===== config.mk =====
export PLATFORM = sky130hd
export DESIGN_NAME = note_pattern_gen_flat
export DESIGN_NICKNAME = d
export VERILOG_FILES = /design/src/rtl/note_pattern_gen_if.sv /design/src/rtl/note_pattern_gen.sv /design/src/flat_wrapper.sv
export SDC_FILE = /design/constraint.sdc
export NUM_CORES = 1
export LEC_CHECK = 0
export BUFFER_PORTS_ARGS = -buffer_cell sky130_fd_sc_hd__buf_2
export CAP_MARGIN = 20
export CORE_AREA = 2 2 153 155
export CTS_BUF_LIST = sky130_fd_sc_hd__clkbuf_16
export CTS_CLUSTER_SIZE = 20
export DETAILED_ROUTE_END_ITERATION = 8
export DIE_AREA = 0 0 155 157
export GPL_TIMING_DRIVEN = 0
export PLACE_DENSITY_LB_ADDON = 0.1
export SLEW_MARGIN = 5
export SYNTH_ARGS = -nofsm -noshare
export SYNTH_HDL_FRONTEND = slang
export SYNTH_SLANG_ARGS = --single-unit

===== constraint.sdc =====
create_clock -name clk -period 15.2 [get_ports clk]
set_clock_uncertainty 0.2 [all_clocks]
set_input_delay 0.76 -clock clk [delete_from_list [all_inputs] [get_ports clk]]
set_output_delay 0.76 -clock clk [all_outputs]
set_load 0.03 [all_outputs]

===== src/rtl/note_pattern_gen_if.sv =====
// Pixel-path bundle between the note recogniser / raster counter and the pattern generator.
// Latency: none, wires only.
// Backpressure: none; every signal is sampled or presented each clock.
interface note_pattern_gen_if #(
    parameter int w_x     = 10,
    parameter int w_y     = 9,
    parameter int w_red   = 4,
    parameter int w_green = 4,
    parameter int w_blue  = 4
) ();

    // Note recogniser strobe and cursor controls
    logic               note_vld;
    logic [3:0]         note_idx;
    logic               dir_up;
    logic               dir_down;
    logic               freeze;

    // Raster position of the pixel being generated
    logic [w_x-1:0]     x;
    logic [w_y-1:0]     y;

    // Generated pixel and status
    logic [w_red-1:0]   red;
    logic [w_green-1:0] green;
    logic [w_blue-1:0]  blue;
    logic [1:0]         mode;
    logic               tick;

    // Driver side: recogniser, raster counter and display sink
    modport master (
        output note_vld, note_idx, dir_up, dir_down, freeze, x, y,
        input  red, green, blue, mode, tick
    );

    // Pattern generator side
    modport slave (
        input  note_vld, note_idx, dir_up, dir_down, freeze, x, y,
        output red, green, blue, mode, tick
    );

endinterface


===== src/rtl/note_pattern_gen.sv =====
// Turns recognised notes into animated full-screen patterns driven by a bouncing/steerable cursor.
// Latency: RGB registered one clock after x/y; mode/cursor updates show on the next computed pixel.
// Backpressure: none; note strobes and pixel coordinates are consumed every clock.
module note_pattern_gen #(
    parameter int screen_width  = 640,
    parameter int screen_height = 480,
    parameter int w_red         = 4,
    parameter int w_green       = 4,
    parameter int w_blue        = 4,
    parameter int w_x           = $clog2(screen_width),
    parameter int w_y           = $clog2(screen_height),
    parameter int w_tick        = 20,
    parameter int step          = 1,
    parameter int hold_ticks    = 64
) (
    input  logic               clk,
    input  logic               rst,
    note_pattern_gen_if.slave  bus
);

    // Pattern arithmetic width: wide enough for |dx|*|dy| and coordinate sums without overflow
    localparam int w_max  = (w_x > w_y) ? w_x : w_y;
    localparam int w_p    = 2 * w_max + 1;
    localparam int w_hold = $clog2(hold_ticks + 1);

    localparam logic [w_x-1:0]    px_last   = w_x'(screen_width - 1);
    localparam logic [w_y-1:0]    py_last   = w_y'(screen_height - 1);
    localparam logic [w_y-1:0]    py_home   = w_y'(screen_height / 2);
    localparam logic [w_x-1:0]    step_x    = w_x'(step);
    localparam logic [w_y-1:0]    step_y    = w_y'(step);
    localparam logic [w_hold-1:0] hold_last = w_hold'(hold_ticks - 1);
    localparam logic [w_p-1:0]    area_lim  = w_p'(screen_width * screen_height / 16);

    localparam logic [1:0] mode_dflt = 2'd3;

    // Motion divider
    logic [w_tick-1:0]  tcnt_q, tcnt_d;
    logic               tick;

    // Cursor state; dx_q = 1 means moving right
    logic [w_x-1:0]     px_q, px_d;
    logic               dx_q, dx_d;
    logic [w_y-1:0]     py_q, py_d;
    logic [w_x:0]       px_inc;
    logic [w_y:0]       py_inc;

    // Mode state and timeout counter
    logic [1:0]         mode_q, mode_d;
    logic [w_hold-1:0]  hold_q, hold_d;
    logic               note_ok;
    logic [1:0]         note_mode;

    // Pixel pipeline
    logic [w_red-1:0]   red_q, red_d;
    logic [w_green-1:0] green_q, green_d;
    logic [w_blue-1:0]  blue_q, blue_d;
    logic [w_p-1:0]     xe, ye, pxe, pye;
    logic [w_p-1:0]     sum_xy, dif_xy, sum_p, adx, ady, prod;

    // State register: all flops, synchronous reset
    always_ff @(posedge clk) begin
        if (rst) begin
            tcnt_q  <= '0;
            px_q    <= '0;
            dx_q    <= 1'b1;
            py_q    <= py_home;
            mode_q  <= mode_dflt;
            hold_q  <= '0;
            red_q   <= '0;
            green_q <= '0;
            blue_q  <= '0;
        end else begin
            tcnt_q  <= tcnt_d;
            px_q    <= px_d;
            dx_q    <= dx_d;
            py_q    <= py_d;
            mode_q  <= mode_d;
            hold_q  <= hold_d;
            red_q   <= red_d;
            green_q <= green_d;
            blue_q  <= blue_d;
        end
    end

    // Free-running divider; tick fires on the all-ones count so the first one lands 2**w_tick-1 clocks out of reset
    always_comb begin
        tcnt_d = tcnt_q + w_tick'(1);
        tick   = &tcnt_q;
    end

    // Horizontal cursor bounces between the screen edges, clamping instead of wrapping
    always_comb begin
        px_d   = px_q;
        dx_d   = dx_q;
        px_inc = {1'b0, px_q} + {1'b0, step_x};
        if (tick && !bus.freeze) begin
            if (dx_q) begin
                if (px_inc >= {1'b0, px_last}) begin
                    px_d = px_last;
                    dx_d = 1'b0;
                end else begin
                    px_d = px_inc[w_x-1:0];
                end
            end else begin
                if (px_q <= step_x) begin
                    px_d = '0;
                    dx_d = 1'b1;
                end else begin
                    px_d = px_q - step_x;
                end
            end
        end
    end

    // Vertical cursor steered by dir_up/dir_down, saturating at top and bottom; conflicting requests cancel
    always_comb begin
        py_d   = py_q;
        py_inc = {1'b0, py_q} + {1'b0, step_y};
        if (tick && !bus.freeze) begin
            if (bus.dir_up && !bus.dir_down) begin
                if (py_q <= step_y) begin
                    py_d = '0;
                end else begin
                    py_d = py_q - step_y;
                end
            end else if (bus.dir_down && !bus.dir_up) begin
                if (py_inc >= {1'b0, py_last}) begin
                    py_d = py_last;
                end else begin
                    py_d = py_inc[w_y-1:0];
                end
            end
        end
    end

    // Mode next state: timeout back to the default pattern, with a valid note taking priority.
    // The counter clears on the tick that would reach hold_ticks, so it never sits at the limit.
    always_comb begin
        mode_d    = mode_q;
        hold_d    = hold_q;
        note_ok   = bus.note_vld && (bus.note_idx <= 4'd11);
        note_mode = 2'(bus.note_idx % 4'd3);
        if (tick && (mode_q != mode_dflt)) begin
            if (hold_q >= hold_last) begin
                mode_d = mode_dflt;
                hold_d = '0;
            end else begin
                hold_d = hold_q + w_hold'(1);
            end
        end
        if (note_ok) begin
            mode_d = note_mode;
            hold_d = '0;
        end
    end

    // Pattern output: pixel colour from the current raster position, cursor and mode
    always_comb begin
        xe      = w_p'(bus.x);
        ye      = w_p'(bus.y);
        pxe     = w_p'(px_q);
        pye     = w_p'(py_q);
        sum_xy  = xe + ye;
        dif_xy  = xe - ye;
        sum_p   = pxe + pye;
        adx     = (xe >= pxe) ? (xe - pxe) : (pxe - xe);
        ady     = (ye >= pye) ? (ye - pye) : (pye - ye);
        prod    = adx * ady;
        red_d   = '0;
        green_d = '0;
        blue_d  = '0;
        case (mode_q)
            2'd0: begin
                // Gradient to the left of the cursor
                if (xe < pxe) begin
                    red_d   = w_red'(sum_xy >> 3);
                    green_d = w_green'(dif_xy >> 3);
                    blue_d  = w_blue'(xe >> 3);
                end
            end
            2'd1: begin
                // Hyperbolic cross centred on the cursor
                if (prod < area_lim) begin
                    red_d   = w_red'(xe >> 3);
                    green_d = w_green'(ye >> 3);
                    blue_d  = '1;
                end
            end
            2'd2: begin
                // Diagonal wedge above-left of the cursor
                if (sum_xy < sum_p) begin
                    red_d   = '1;
                    green_d = '1;
                    blue_d  = w_blue'(sum_xy >> 3);
                end
            end
            default: begin
                // Default quadrants split at the cursor
                if (xe < pxe) begin
                    red_d = '1;
                end else begin
                    blue_d = '1;
                end
                if (ye < pye) begin
                    green_d = '1;
                end
            end
        endcase
    end

    assign bus.red   = red_q;
    assign bus.green = green_q;
    assign bus.blue  = blue_q;
    assign bus.mode  = mode_q;
    assign bus.tick  = tick;

endmodule


===== src/flat_wrapper.sv =====
// flat-port wrapper written by rule: the top's interface ports become plain ports
module note_pattern_gen_flat 
#(
    parameter int screen_width  = 640,
    parameter int screen_height = 480,
    parameter int w_red         = 4,
    parameter int w_green       = 4,
    parameter int w_blue        = 4,
    parameter int w_x           = $clog2(screen_width),
    parameter int w_y           = $clog2(screen_height),
    parameter int w_tick        = 20,
    parameter int step          = 1,
    parameter int hold_ticks    = 64
)
  (clk, rst, bus_note_vld, bus_note_idx, bus_dir_up, bus_dir_down, bus_freeze, bus_x, bus_y, bus_red, bus_green, bus_blue, bus_mode, bus_tick);
  note_pattern_gen_if #(.w_x(w_x), .w_y(w_y), .w_red(w_red), .w_green(w_green), .w_blue(w_blue)) bus_i ();
  input  logic clk;
  input  logic rst;
  input wire logic [$bits(bus_i.note_vld)-1:0] bus_note_vld;
  input wire logic [$bits(bus_i.note_idx)-1:0] bus_note_idx;
  input wire logic [$bits(bus_i.dir_up)-1:0] bus_dir_up;
  input wire logic [$bits(bus_i.dir_down)-1:0] bus_dir_down;
  input wire logic [$bits(bus_i.freeze)-1:0] bus_freeze;
  input wire logic [$bits(bus_i.x)-1:0] bus_x;
  input wire logic [$bits(bus_i.y)-1:0] bus_y;
  output wire logic [$bits(bus_i.red)-1:0] bus_red;
  output wire logic [$bits(bus_i.green)-1:0] bus_green;
  output wire logic [$bits(bus_i.blue)-1:0] bus_blue;
  output wire logic [$bits(bus_i.mode)-1:0] bus_mode;
  output wire logic [$bits(bus_i.tick)-1:0] bus_tick;
  assign bus_i.note_vld = bus_note_vld;
  assign bus_i.note_idx = bus_note_idx;
  assign bus_i.dir_up = bus_dir_up;
  assign bus_i.dir_down = bus_dir_down;
  assign bus_i.freeze = bus_freeze;
  assign bus_i.x = bus_x;
  assign bus_i.y = bus_y;
  assign bus_red = bus_i.red;
  assign bus_green = bus_i.green;
  assign bus_blue = bus_i.blue;
  assign bus_mode = bus_i.mode;
  assign bus_tick = bus_i.tick;
  note_pattern_gen #(.screen_width(screen_width), .screen_height(screen_height), .w_red(w_red), .w_green(w_green), .w_blue(w_blue), .w_x(w_x), .w_y(w_y), .w_tick(w_tick), .step(step), .hold_ticks(hold_ticks)) u_core (.clk(clk), .rst(rst), .bus(bus_i));
endmodule

==> results.sh <==
export IMPL_run_status="finished, final reports clean"
export IMPL_ant_nets=0
export IMPL_synthTopCellsByArea="fa_1 23%, ha_1 15%, dfxtp_1 10%"
export IMPL_rr_startpoint="u_core.py_q[5]$_SDFFE_PP1P_"
export IMPL_wire_per_inst_um=17.36
export IMPL_cts_made_buffers=9
export IMPL_clockBufferDepth=2
export IMPL_grt_max_degree=13
export IMPL_hp_class="reg2reg"
export IMPL_slew_headroom=0.2419
export IMPL_hp_start="u_core.tcnt_q[0]$_SDFF_PP0_"
export IMPL_cp_startpoint="u_core.py_q[5]$_SDFFE_PP1P_"
export IMPL_timing_final_crit_share=0.7500
export IMPL_async_flop_share=0
export IMPL_hold_viol=0
export IMPL_crit_path_top_delay_cell="fa_1"
export IMPL_fin_setup_tns_ps=0
export IMPL_maxSlewViolCount=0
export IMPL_vias=10440
export IMPL_antenna_found_initial=0
export IMPL_grt_pass1_wl_mm=52.37
export IMPL_path_class="reg2reg"
export IMPL_initial_core_util=0.5441
export IMPL_die_w_um=155
export IMPL_routed_wl_mm=31.80
export IMPL_synth_distinct_cells=82
export IMPL_avgViaCountPerCell=5.699
export IMPL_coreArea_um2=22500
export IMPL_syn_avg_cell_area_um2=8.218
export IMPL_track_usage=0.2685
export IMPL_synth_top_flop_cell="dfxtp_1"
export IMPL_rows=55
export IMPL_post_cts_buffers=0
export IMPL_drv_cap=0
export IMPL_die_h_um=157
export IMPL_drc=0
export IMPL_critPathMaxStageDelay_ps=570
export IMPL_yosysTopAreaCellShare=0.2273
export IMPL_drt_iter0_drc=644
export IMPL_max_freq_mhz=87.72
export IMPL_tightest_slew_ps=1129
export IMPL_finalSetupViolCount=0
export IMPL_netlist_instances=1490
export IMPL_cts_sinks=61
export IMPL_cts_tree="done"
export IMPL_grt_ovfl_total=0
export IMPL_grt_pass1_vias=10240
export IMPL_clkTransAtPathRegs_ps=60
export IMPL_layout_nets=1861
export IMPL_path_max_fanout=10
export IMPL_dr_pass1_iters=7
export IMPL_yosys_area_top_type="fa_1"
export IMPL_place_congestion=0.8997
export IMPL_final_common_cell="inv_1"
export IMPL_holdBufCountCts=0
export IMPL_rsz0062_at_grt="no"
export IMPL_syn2layout_area_growth_pct=6.918
export IMPL_antennaDiodeCount=0
export IMPL_synth_seq_cells=61
export IMPL_worstPathArrival_ps=11420
export IMPL_crit_path_start_kind="register"
export IMPL_cts_resized=0
export IMPL_postLayoutCoreUtil=0.5818
export IMPL_clk_root_buffer_cell="clkbuf_16"
export IMPL_hpwl_mm=26.31
export IMPL_die_area_um2=24340
export IMPL_ctsHtreeMaxLevel=3
export IMPL_synth_edf_count=0
export IMPL_io_buffers=42
export IMPL_insertion_delay_ps=340
export IMPL_required_ps=15220
export IMPL_fin_crit_ps=11400
export IMPL_syn_nets=1808
export IMPL_final_cell_mix="251 x inv_1, 156 x nor2_1, 150 x ha_1"
export IMPL_synth_area_um2=12240
export IMPL_end_kind="register"
export IMPL_ys_seq_area_frac=0.09973
export IMPL_io_pins=44
export IMPL_drive_gt1_frac=0.07951
export IMPL_yosys_warnings=0
worst paths after layout:
check	endpoint	slack [ps]	cells after the start
worst max register to register	u_core.bus.blue[0]$_SDFF_PP0_	3800	39
worst min register to register	u_core.tcnt_q[0]$_SDFF_PP0_	250	1
worst max-delay path	u_core.bus.blue[0]$_SDFF_PP0_	3800	39
worst min-delay path	u_core.tcnt_q[0]$_SDFF_PP0_	250	1
registers in the layout (all words and copies together), names as in the netlist:
| register | flops |
|---|---|
| u_core.py_q | 9 |
| u_core.bus.red | 4 |
| u_core.tcnt_q | 20 |
| u_core.bus.green | 4 |
| u_core.hold_q | 7 |
| u_core.bus.mode | 2 |
| u_core.bus.blue | 4 |
| u_core.px_q | 10 |
| u_core.dx_q | 1 |
logic make-up (layout without fill, tap and decap cells):
family / after synthesis / count (layout) / share of synthesized area
compound gates: 311 / 311 / 0.1754
buf+inv: 307 / 364 / 0.09871
mux: 19 / 19 / 0.01574
xor+xnor: 94 / 94 / 0.06898
fa+ha+maj: 289 / 289 / 0.3805
simple gates: 409 / 409 / 0.1609
flops: 61 / 61 / 0.09973
final cells by class:
cell class / instances / area, µm²
buffer: 57 / 270.3
clock buffer: 9 / 225.2
clock inverter: 6 / 55.05
fill: 2118 / 9412
inverter: 250 / 938.4
multi-input combinational: 1122 / 9814
sequential: 61 / 1221
tap: 285 / 356.6
timing repair buffer: 42 / 210.2
critical path, delay by kind of cell, from the launching register on:
| kind | cells | cell delay [ps] |
|---|---|---|
| fa+ha+maj | 9 | 4250 |
| compound gates | 9 | 2120 |
| buf+inv | 12 | 2100 |
| simple gates | 6 | 1130 |
| xor+xnor | 2 | 730 |
| flops | 1 | 430 |
| mux | 1 | 290 |
Yosys cell counts (6+ instances only):
| cell | count |
|---|---|
| fa_1 | 139 |
| nand2_1 | 71 |
| nand4_1 | 16 |
| a21o_1 | 29 |
| dfxtp_1 | 61 |
| o21bai_1 | 12 |
| a221o_1 | 8 |
| nand3_1 | 28 |
| and3_1 | 14 |
| nor2b_1 | 9 |
| xor2_1 | 35 |
| inv_1 | 250 |
| a31oi_1 | 9 |
| o21a_1 | 11 |
| a211oi_1 | 13 |
| o22ai_1 | 7 |
| xnor2_1 | 57 |
| mux2i_1 | 17 |
| a21oi_1 | 85 |
| a221oi_1 | 11 |
| and4_1 | 6 |
| nor2_1 | 156 |
| buf_2 | 8 |
| o21ai_0 | 58 |
| nor3_1 | 30 |
| and2_1 | 9 |
| or2_2 | 24 |
| clkbuf_1 | 38 |
| ha_1 | 150 |
| o211ai_1 | 6 |
| nand2b_1 | 26 |
per-layer routing:
metal / GRT usage / vias up / wire length (µm)
met5: 0 / - / 0
met1: 0.3610 / 5010 / 14340
met4: 0.08686 / 0 / 815
met2: 0.4618 / 311 / 15140
met3: 0.01982 / 52 / 1496
li1: - / 5067 / -
through the flow:
stage	area (µm²)	hold slack [ps]	worst slack, ps	std cells
2_1_floorplan	12240	213.0	5677	1490
3_3_place_gp	12810	226.0	3789	1817
3_5_place_dp	12810	234.8	3769	1817
4_1_cts	13090	247.7	3920	1832
5_1_grt	13090	275.8	3311	1832
6_report	13090	247.0	3800	1832
Power is left out: the tool's default activity adds up to more than one toggle a clock period on the data nets, which glitch-free logic cannot reach.
